`src/rtl/counter_wrap_monitor.sv`:
```
// counter_wrap_monitor
// Watches a 4-bit up-counter and counts its genuine 15->0 wraps in a wider
// epoch register, so that {epoch, count} forms an extended count.
// A clear of the counter from 15 is not a wrap, and neither is a hold at 15.
// A valid/ready snapshot port returns a coherent {epoch, count} pair.
// A sticky interrupt fires once, on the edge where epoch crosses IRQ_THRESH.
module counter_wrap_monitor #(
  parameter int EPOCH_W    = 12,
  parameter int IRQ_THRESH = 8
) (
  input  logic                 clk,
  input  logic                 reset,
  input  logic [3:0]           count_in,
  input  logic                 cnt_clr,
  input  logic                 snap_req,
  output logic                 snap_valid,
  input  logic                 snap_ready,
  output logic [EPOCH_W+3:0]   snap_data,
  output logic [EPOCH_W-1:0]   epoch,
  output logic                 epoch_sat,
  output logic                 irq,
  input  logic                 irq_clr
);

  localparam logic [EPOCH_W-1:0] EPOCH_MAX  = {EPOCH_W{1'b1}};
  localparam logic [EPOCH_W-1:0] EPOCH_ZERO = {EPOCH_W{1'b0}};
  localparam logic [EPOCH_W-1:0] EPOCH_ONE  = {{(EPOCH_W-1){1'b0}}, 1'b1};
  localparam logic [EPOCH_W-1:0] THRESH_V   = EPOCH_W'(IRQ_THRESH);

  typedef enum logic {
    ST_IDLE = 1'b0,
    ST_HOLD = 1'b1
  } state_e;

  logic [3:0]           count_prev_q;
  logic                 clr_dly_q;
  logic [EPOCH_W-1:0]   epoch_q, epoch_d;
  logic                 epoch_sat_q, epoch_sat_d;
  logic                 irq_q, irq_d;
  state_e               state_q, state_d;
  logic                 snap_valid_q, snap_valid_d;
  logic [EPOCH_W+3:0]   snap_data_q, snap_data_d;
  logic                 wrap_s;

  // A wrap is a 15 followed by 0 that was not produced by the counter's clear.
  assign wrap_s = (count_prev_q == 4'hF) && (count_in == 4'h0) && !clr_dly_q;

  // Remember last cycle's count and clear so wraps can be recognised.
  always_ff @(posedge clk or negedge reset) begin
    if (!reset) begin
      count_prev_q <= 4'h0;
      clr_dly_q    <= 1'b0;
    end else begin
      count_prev_q <= count_in;
      clr_dly_q    <= cnt_clr;
    end
  end

  // Epoch next state: clear has priority, then a saturating increment on wrap.
  always_comb begin
    epoch_d     = epoch_q;
    epoch_sat_d = epoch_sat_q;
    if (cnt_clr) begin
      epoch_d     = EPOCH_ZERO;
      epoch_sat_d = 1'b0;
    end else if (wrap_s && (epoch_q != EPOCH_MAX)) begin
      epoch_d     = epoch_q + EPOCH_ONE;
      epoch_sat_d = ((epoch_q + EPOCH_ONE) == EPOCH_MAX) ? 1'b1 : epoch_sat_q;
    end else begin
      epoch_d     = epoch_q;
      epoch_sat_d = (epoch_q == EPOCH_MAX) ? 1'b1 : epoch_sat_q;
    end
  end

  // Interrupt fires only on the crossing edge; a simultaneous clear loses.
  always_comb begin
    irq_d = irq_q;
    if ((epoch_d == THRESH_V) && (epoch_q != THRESH_V)) begin
      irq_d = 1'b1;
    end else if (irq_clr) begin
      irq_d = 1'b0;
    end else begin
      irq_d = irq_q;
    end
  end

  // Snapshot handshake: capture on request in IDLE, hold until accepted.
  always_comb begin
    state_d      = state_q;
    snap_valid_d = snap_valid_q;
    snap_data_d  = snap_data_q;
    case (state_q)
      ST_IDLE: begin
        if (snap_req) begin
          snap_data_d  = {epoch_d, count_in};
          snap_valid_d = 1'b1;
          state_d      = ST_HOLD;
        end else begin
          snap_valid_d = 1'b0;
          state_d      = ST_IDLE;
        end
      end
      ST_HOLD: begin
        if (snap_valid_q && snap_ready) begin
          snap_valid_d = 1'b0;
          state_d      = ST_IDLE;
        end else begin
          snap_valid_d = 1'b1;
          state_d      = ST_HOLD;
        end
      end
      default: begin
        snap_valid_d = 1'b0;
        state_d      = ST_IDLE;
      end
    endcase
  end

  // State registers for epoch, interrupt and snapshot port.
  always_ff @(posedge clk or negedge reset) begin
    if (!reset) begin
      epoch_q      <= EPOCH_ZERO;
      epoch_sat_q  <= 1'b0;
      irq_q        <= 1'b0;
      state_q      <= ST_IDLE;
      snap_valid_q <= 1'b0;
      snap_data_q  <= {(EPOCH_W+4){1'b0}};
    end else begin
      epoch_q      <= epoch_d;
      epoch_sat_q  <= epoch_sat_d;
      irq_q        <= irq_d;
      state_q      <= state_d;
      snap_valid_q <= snap_valid_d;
      snap_data_q  <= snap_data_d;
    end
  end

  assign epoch      = epoch_q;
  assign epoch_sat  = epoch_sat_q;
  assign irq        = irq_q;
  assign snap_valid = snap_valid_q;
  assign snap_data  = snap_data_q;

endmodule

```
`config.mk`:
```
export PLATFORM = sky130hd
export DESIGN_NAME = counter_wrap_monitor
export DESIGN_NICKNAME = d
export VERILOG_FILES = /design/src/rtl/counter_wrap_monitor.sv
export SDC_FILE = /design/constraint.sdc
export NUM_CORES = 1
export LEC_CHECK = 0
export CAP_MARGIN = 20
export CORE_MARGIN = 2
export CORE_UTILIZATION = 50
export DETAILED_ROUTE_END_ITERATION = 8
export PLACE_DENSITY = 0.86
export SLEW_MARGIN = 20
export SYNTH_ARGS = -nofsm -noshare
export SYNTH_HDL_FRONTEND = slang
export SYNTH_SLANG_ARGS = --single-unit
```
`constraint.sdc`:
```
create_clock -name clk -period 3.3 [get_ports clk]
set_clock_uncertainty 0.05 [all_clocks]
set_input_delay 0.33 -clock clk [delete_from_list [all_inputs] [get_ports clk]]
set_output_delay 0.33 -clock clk [all_outputs]
set_load 0.01 [all_outputs]
```
==> After elaboration in Yosys (flattened, before gate mapping) <==
Index checks and enable logic that the tools add are counted.
{ "totals": {"ff_bits": 36, "wordCells": 38, "output_inout_bits": 31, "in_bits": 10} }
{ "classes": {"muxes": 11, "bitwise": 1, "n_eq_ne": 7, "add_sub_neg": 1, "reduce_logical": 11} }
{ "ops": {"columns": ["cell", "count"], "rows": [
  ["$eq A12 B12 Y1 const B", 2],
  ["$mux W12", 2],
  ["$add A12 B1 Y12 const B", 1],
  ["$eq A12 B4 Y1 const B", 1],
  ["$ne A12 B12 Y1 const B", 1],
  ["$ne A12 B4 Y1 const B", 1],
  ["$mux W1", 8],
  ["$logic_and A1 B1 Y1", 5],
  ["$eq A4 B4 Y1 const B", 1],
  ["$logic_not A4 Y1", 1],
  ["$reduce_and A2 Y1", 2],
  ["$ne A3 B2 Y1 const B", 1],
  ["$reduce_bool A3 Y1", 1],
  ["$pmux W1 S2", 1],
  ["$reduce_bool A2 Y1", 1],
  ["$logic_not A1 Y1", 1],
  ["$not A1 Y1", 1]
]} }

==> Logic depth before layout (Yosys ltp) <==
{ "depth": {"ltp_word": 9, "mapped_depth": 8, "mapped_depth_nobuf": 7} }

==> Worst setup path after synthesis <==
No wires, ideal clock.
{ "synth_path": {"path_type": "register to register", "start": "register epoch_q[0] (netlist: epoch[0])", "end": "register irq_q (netlist: irq)", "setup_time_ns": 0.095, "t_arrival_ns": 2.178, "period_less_slack_ns": 2.324, "path_slack_ns": 0.976, "n_path_buf": 1, "stages_incl_launch_ff": 9, "required_ns": 3.155, "path_cell_list": "dfrtp_1 > ha_1 > and4_4 > and3_4 > buf_6 > nor4b_1 > mux2i_1 > nand3_2 > o32ai_2"} }
{ "synth_between": {"elab_chain_cells": 7, "elab_cells_between_ends": 10, "cone_classes": "add/sub (1); eq/ne (3); mux (3); reduce/logical (3)"} }
{ "synth_lines": {"columns": ["item", "line_no", "source"], "rows": [
  ["start: declaration", "37", "logic [EPOCH_W-1:0] epoch_q, epoch_d;"],
  ["start signal: assignment", "129", "epoch_q <= epoch_d;"],
  ["parallel branches: the longest is 5 deep, another holds $add A12 B1 Y12", null, null],
  ["$logic_and A1 B1 Y1 (*)", "78", "if ((epoch_d == THRESH_V) && (epoch_q != THRESH_V)) begin"],
  ["$mux W1 / $reduce_bool A2 Y1 (equally long branches)", null, null],
  ["end signal: assignment", "131", "irq_q <= irq_d;"],
  ["end: declaration", "39", "logic irq_q, irq_d;"]
]} }
Mark *: on every way between the ends.
A chain may end at the register's enable or synchronous reset.

==> Worst setup path in the final report <==
{ "layout_path": {"start": "register epoch_q[2] (netlist: epoch[2])", "end": "register irq_q (netlist: irq)"} }
The elaborated chain is that of the path after synthesis.

==> key figures <==
Run status
  • Status: finished clean

Global route
  • GR peak layer: met2
  • Antenna violations before repair: 0
  • Largest net degree at the start of global routing: 37
  • Met1 Track Usage GR: between 20% and 30%
  • Global Route Usage Sum: 20.9%
  • Grt met3 use: between 6 and 7%
  • First-pass GRT wire length: ~6.8 mm
  • GR Layer Usage met2: 34.7%
  • Vias in the first global route: 1463
  • Grt ovf: 0

Synth
  • Post-synthesis register bit count: 36
  • Largest family of logic cells by synthesized area: simple AND/OR/NAND/NOR gates
  • Post-synth ARST share: 100%
  • Synth cell types: 45
  • Synth area leaders: dfrtp_1 47%, mux2_2 3.5%, nand2_1 3.3%, nor2_1 3.0%, o31ai_1 2.8%
  • Cells after synthesis: 187
  • Synthesized cell area: 1910 µm²
  • Primary FF master, synth: dfrtp_1
  • Seq/Total Area, Yosys: 47.2%
  • Synth Net Count: 200
  • Yosys warnings: 0
  • Synth Area in Adders: 1.97%
  • Mux cell area share after synthesis: 7.02%
  • Simple-Gate Fraction of Synth Area: 24.9%
  • Avg Cell Area, Syn: 10.2 µm²
  • Synth top area share: between 40 and 50%
  • Compound-Gate Fraction of Synth Area: 10.4%
  • Number of synthesized flops with an enable pin: 0
  • Synth Area in XOR/XNOR: 1.84%
  • Cell type with the largest total area after synthesis: dfrtp_1

Run
  • Max cap viols: 0

Critical path
  • Crit Path Max Fanout: 10
  • Critical path required time: 3440 ps
  • Critical R2R Capture: irq$_DFFE_PN0P_
  • R2R Path Start: epoch[2]$_DFF_PN0_
  • Crit path max-delay cell type: dfrtp_1
  • Critical Setup Path Class: register to register
  • Type of origin of the critical path: register
  • Reg2reg setup slack: 810 ps
  • Max stage delay on crit path: 550 ps
  • Worst Reg-to-Reg Cells: 6
  • CP cell instances: nand3_1, nor3_1, nor4b_2, mux2i_1, nand4_1, o32ai_2
  • Crit path arrival time: between 2000 and 3000 ps
  • CP Capture Type: register

CTS
  • Num CTS Buffers: 5
  • Clock transition at path regs: around 70 ps
  • Setup Fix Bufs, Post-CTS: 0
  • CTS Buffer Depth: 2
  • CTS H-tree lvls: 2
  • Worst skew pair latency: between 200 and 300 ps
  • Post_cts resized: 0
  • CTS tree: done
  • CTS Sinks: 36
  • Hold Buf Count CTS: 0
  • Root buffer cell: clkbuf_8

Detailed routing
  • Initial DRC count: 150
  • DRC viols: 0
  • DRT Pass-1 Iters: 5
  • Drt total wl: approximately 4.2 mm
  • Vias: 1581
  • Via/cell ratio: slightly below 6
  • Drt wl/cell: 15.4 µm
  • Antenna-violating nets left: 0

Place
  • GP Congestion: 0.900
  • Setup WS pre-CTS: 569 ps
  • PortBufs: 40
  • HPWL after DPL: around 3 mm

Floorplan
  • Die area: roughly 4300 µm²
  • Die X: 65.8 µm
  • Initial Util: 52.1%
  • # IOs: 41
  • Core box area: 3660 µm²
  • Cell Rows: 22
  • Die height: about 66 µm

STA
  • Max-slew headroom: 43.8%
  • Slack of the critical path: 806 ps
  • Worst-Margin Slew: 842 ps
  • Fin crit share: 75.6%
  • Hold WS: 409 ps
  • Crit path time final: 2490 ps
  • Final setup TNS: 0 ps
  • Final setup viols: 0
  • Slew Viols, Final: 0
  • Unrepaired setup endpoints after global routing: no
  • Fmax: 401 MHz
  • Hold Vio Cnt, Final: 0

Cells and area
  • Area Growth Syn to Fin: 26.0%
  • Ant diodes: 0
  • Most frequent cells in the layout: 40 x clkdlybuf4s50_1, 36 x dfrtp_1, 17 x nand2_1
  • FILL cells: approximately 290
  • Fin util: approximately two thirds
  • Layout cell share with drive strength beyond 1: between 10% and 20%
  • Most common cell after layout, fill and taps aside: clkdlybuf4s50_1
  • Layout Nets: 236

Hold path
  • Min-Delay Path Class: input port to async pin

Pwr
  • VDD IR max: 350 µV
  • Tot Pwr: 0.929 mW
  • P_leak: 0.980 nW
  • Power density cells: 386 nW/µm²
-- routing by layer --
| metal | share of wire (%) | routed length (µm) |
|---|---|---|
| met3 | 7.8 | 328 |
| met4 | 1.7 | 70 |
| met2 | 50 | 2090 |
| met5 | 0 | 0 |
| met1 | 41 | 1710 |
-- worst max path at each step --
stage	start	endpoint	slack, ps	cells past startpoint
after global placement	count_in[1]	irq$_DFFE_PN0P_	680	7
final	epoch[2]$_DFF_PN0_	irq$_DFFE_PN0P_	810	6
after floorplan	epoch[0]$_DFF_PN0_	irq$_DFFE_PN0P_	980	8
after detailed placement	count_in[1]	irq$_DFFE_PN0P_	570	7
after global routing	epoch[4]$_DFF_PN0_	irq$_DFFE_PN0P_	590	6
after CTS	epoch[2]$_DFF_PN0_	irq$_DFFE_PN0P_	800	6
-- through the flow --
stage / cells / instance area (µm²)
4_1_cts: 272 / 2400
2_1_floorplan: 187 / 1910
3_3_place_gp: 264 / 2300
3_5_place_dp: 264 / 2300
5_1_grt: 272 / 2400
6_report: 272 / 2400
-- layout make-up --
class	instances	area [µm²]	share of cell area [%]
Tap cell	48	60.1	2.50
Timing Repair Buffer	41	408	17.0
Multi-Input combinational cell	126	880	36.6
Inverter	13	48.8	2.03
Clock inverter	2	35.0	1.46
Sequential cell	36	901	37.5
Clock buffer	6	72.6	3.02
-- worst max-delay path, delay by kind of cell (launching register included) --
kind,cells,cell delay (ps)
simple gates,4,1210
flops,1,550
mux,1,300
compound gates,1,290
-- Yosys cell counts (4+ instances only) --
cell       n
nor4b_1    4
nor2_1    15
nand4_1    5
inv_1     13
clkbuf_1   4
and3_1     4
o31ai_1    7
nor2b_1    5
dfrtp_1   36
o21ai_1    6
nor4_1     4
mux2_2     6
mux2i_1    4
nand3_1    7
nor3_1     4
nand2_1   17
-- cell families (layout without fill, tap and decap cells) --
logic type | after synthesis | after routing
xor+xnor | 4 | 4
buf+inv | 25 | 62
fa+ha+maj | 3 | 3
simple gates | 79 | 79
compound gates | 28 | 28
mux | 12 | 12
flops | 36 | 36
-- power by group --
part | switching [mW] | total [mW] | internal, mW | leakage, nW
logic | 0.0421 | 0.0871 | 0.0450 | 0.444
registers | 0.00797 | 0.465 | 0.457 | 0.480
clock network | 0.153 | 0.377 | 0.224 | 0.0552
-- state kept, by name (all words and copies together) (netlist names) --
| signal | flops |
|---|---|
| count_prev_q | 4 |
| epoch | 12 |
| irq | 1 |
| snap_valid | 1 |
| epoch_sat | 1 |
| clr_dly_q | 1 |
| snap_data | 16 |
Power figures use the tool's default switching activity.
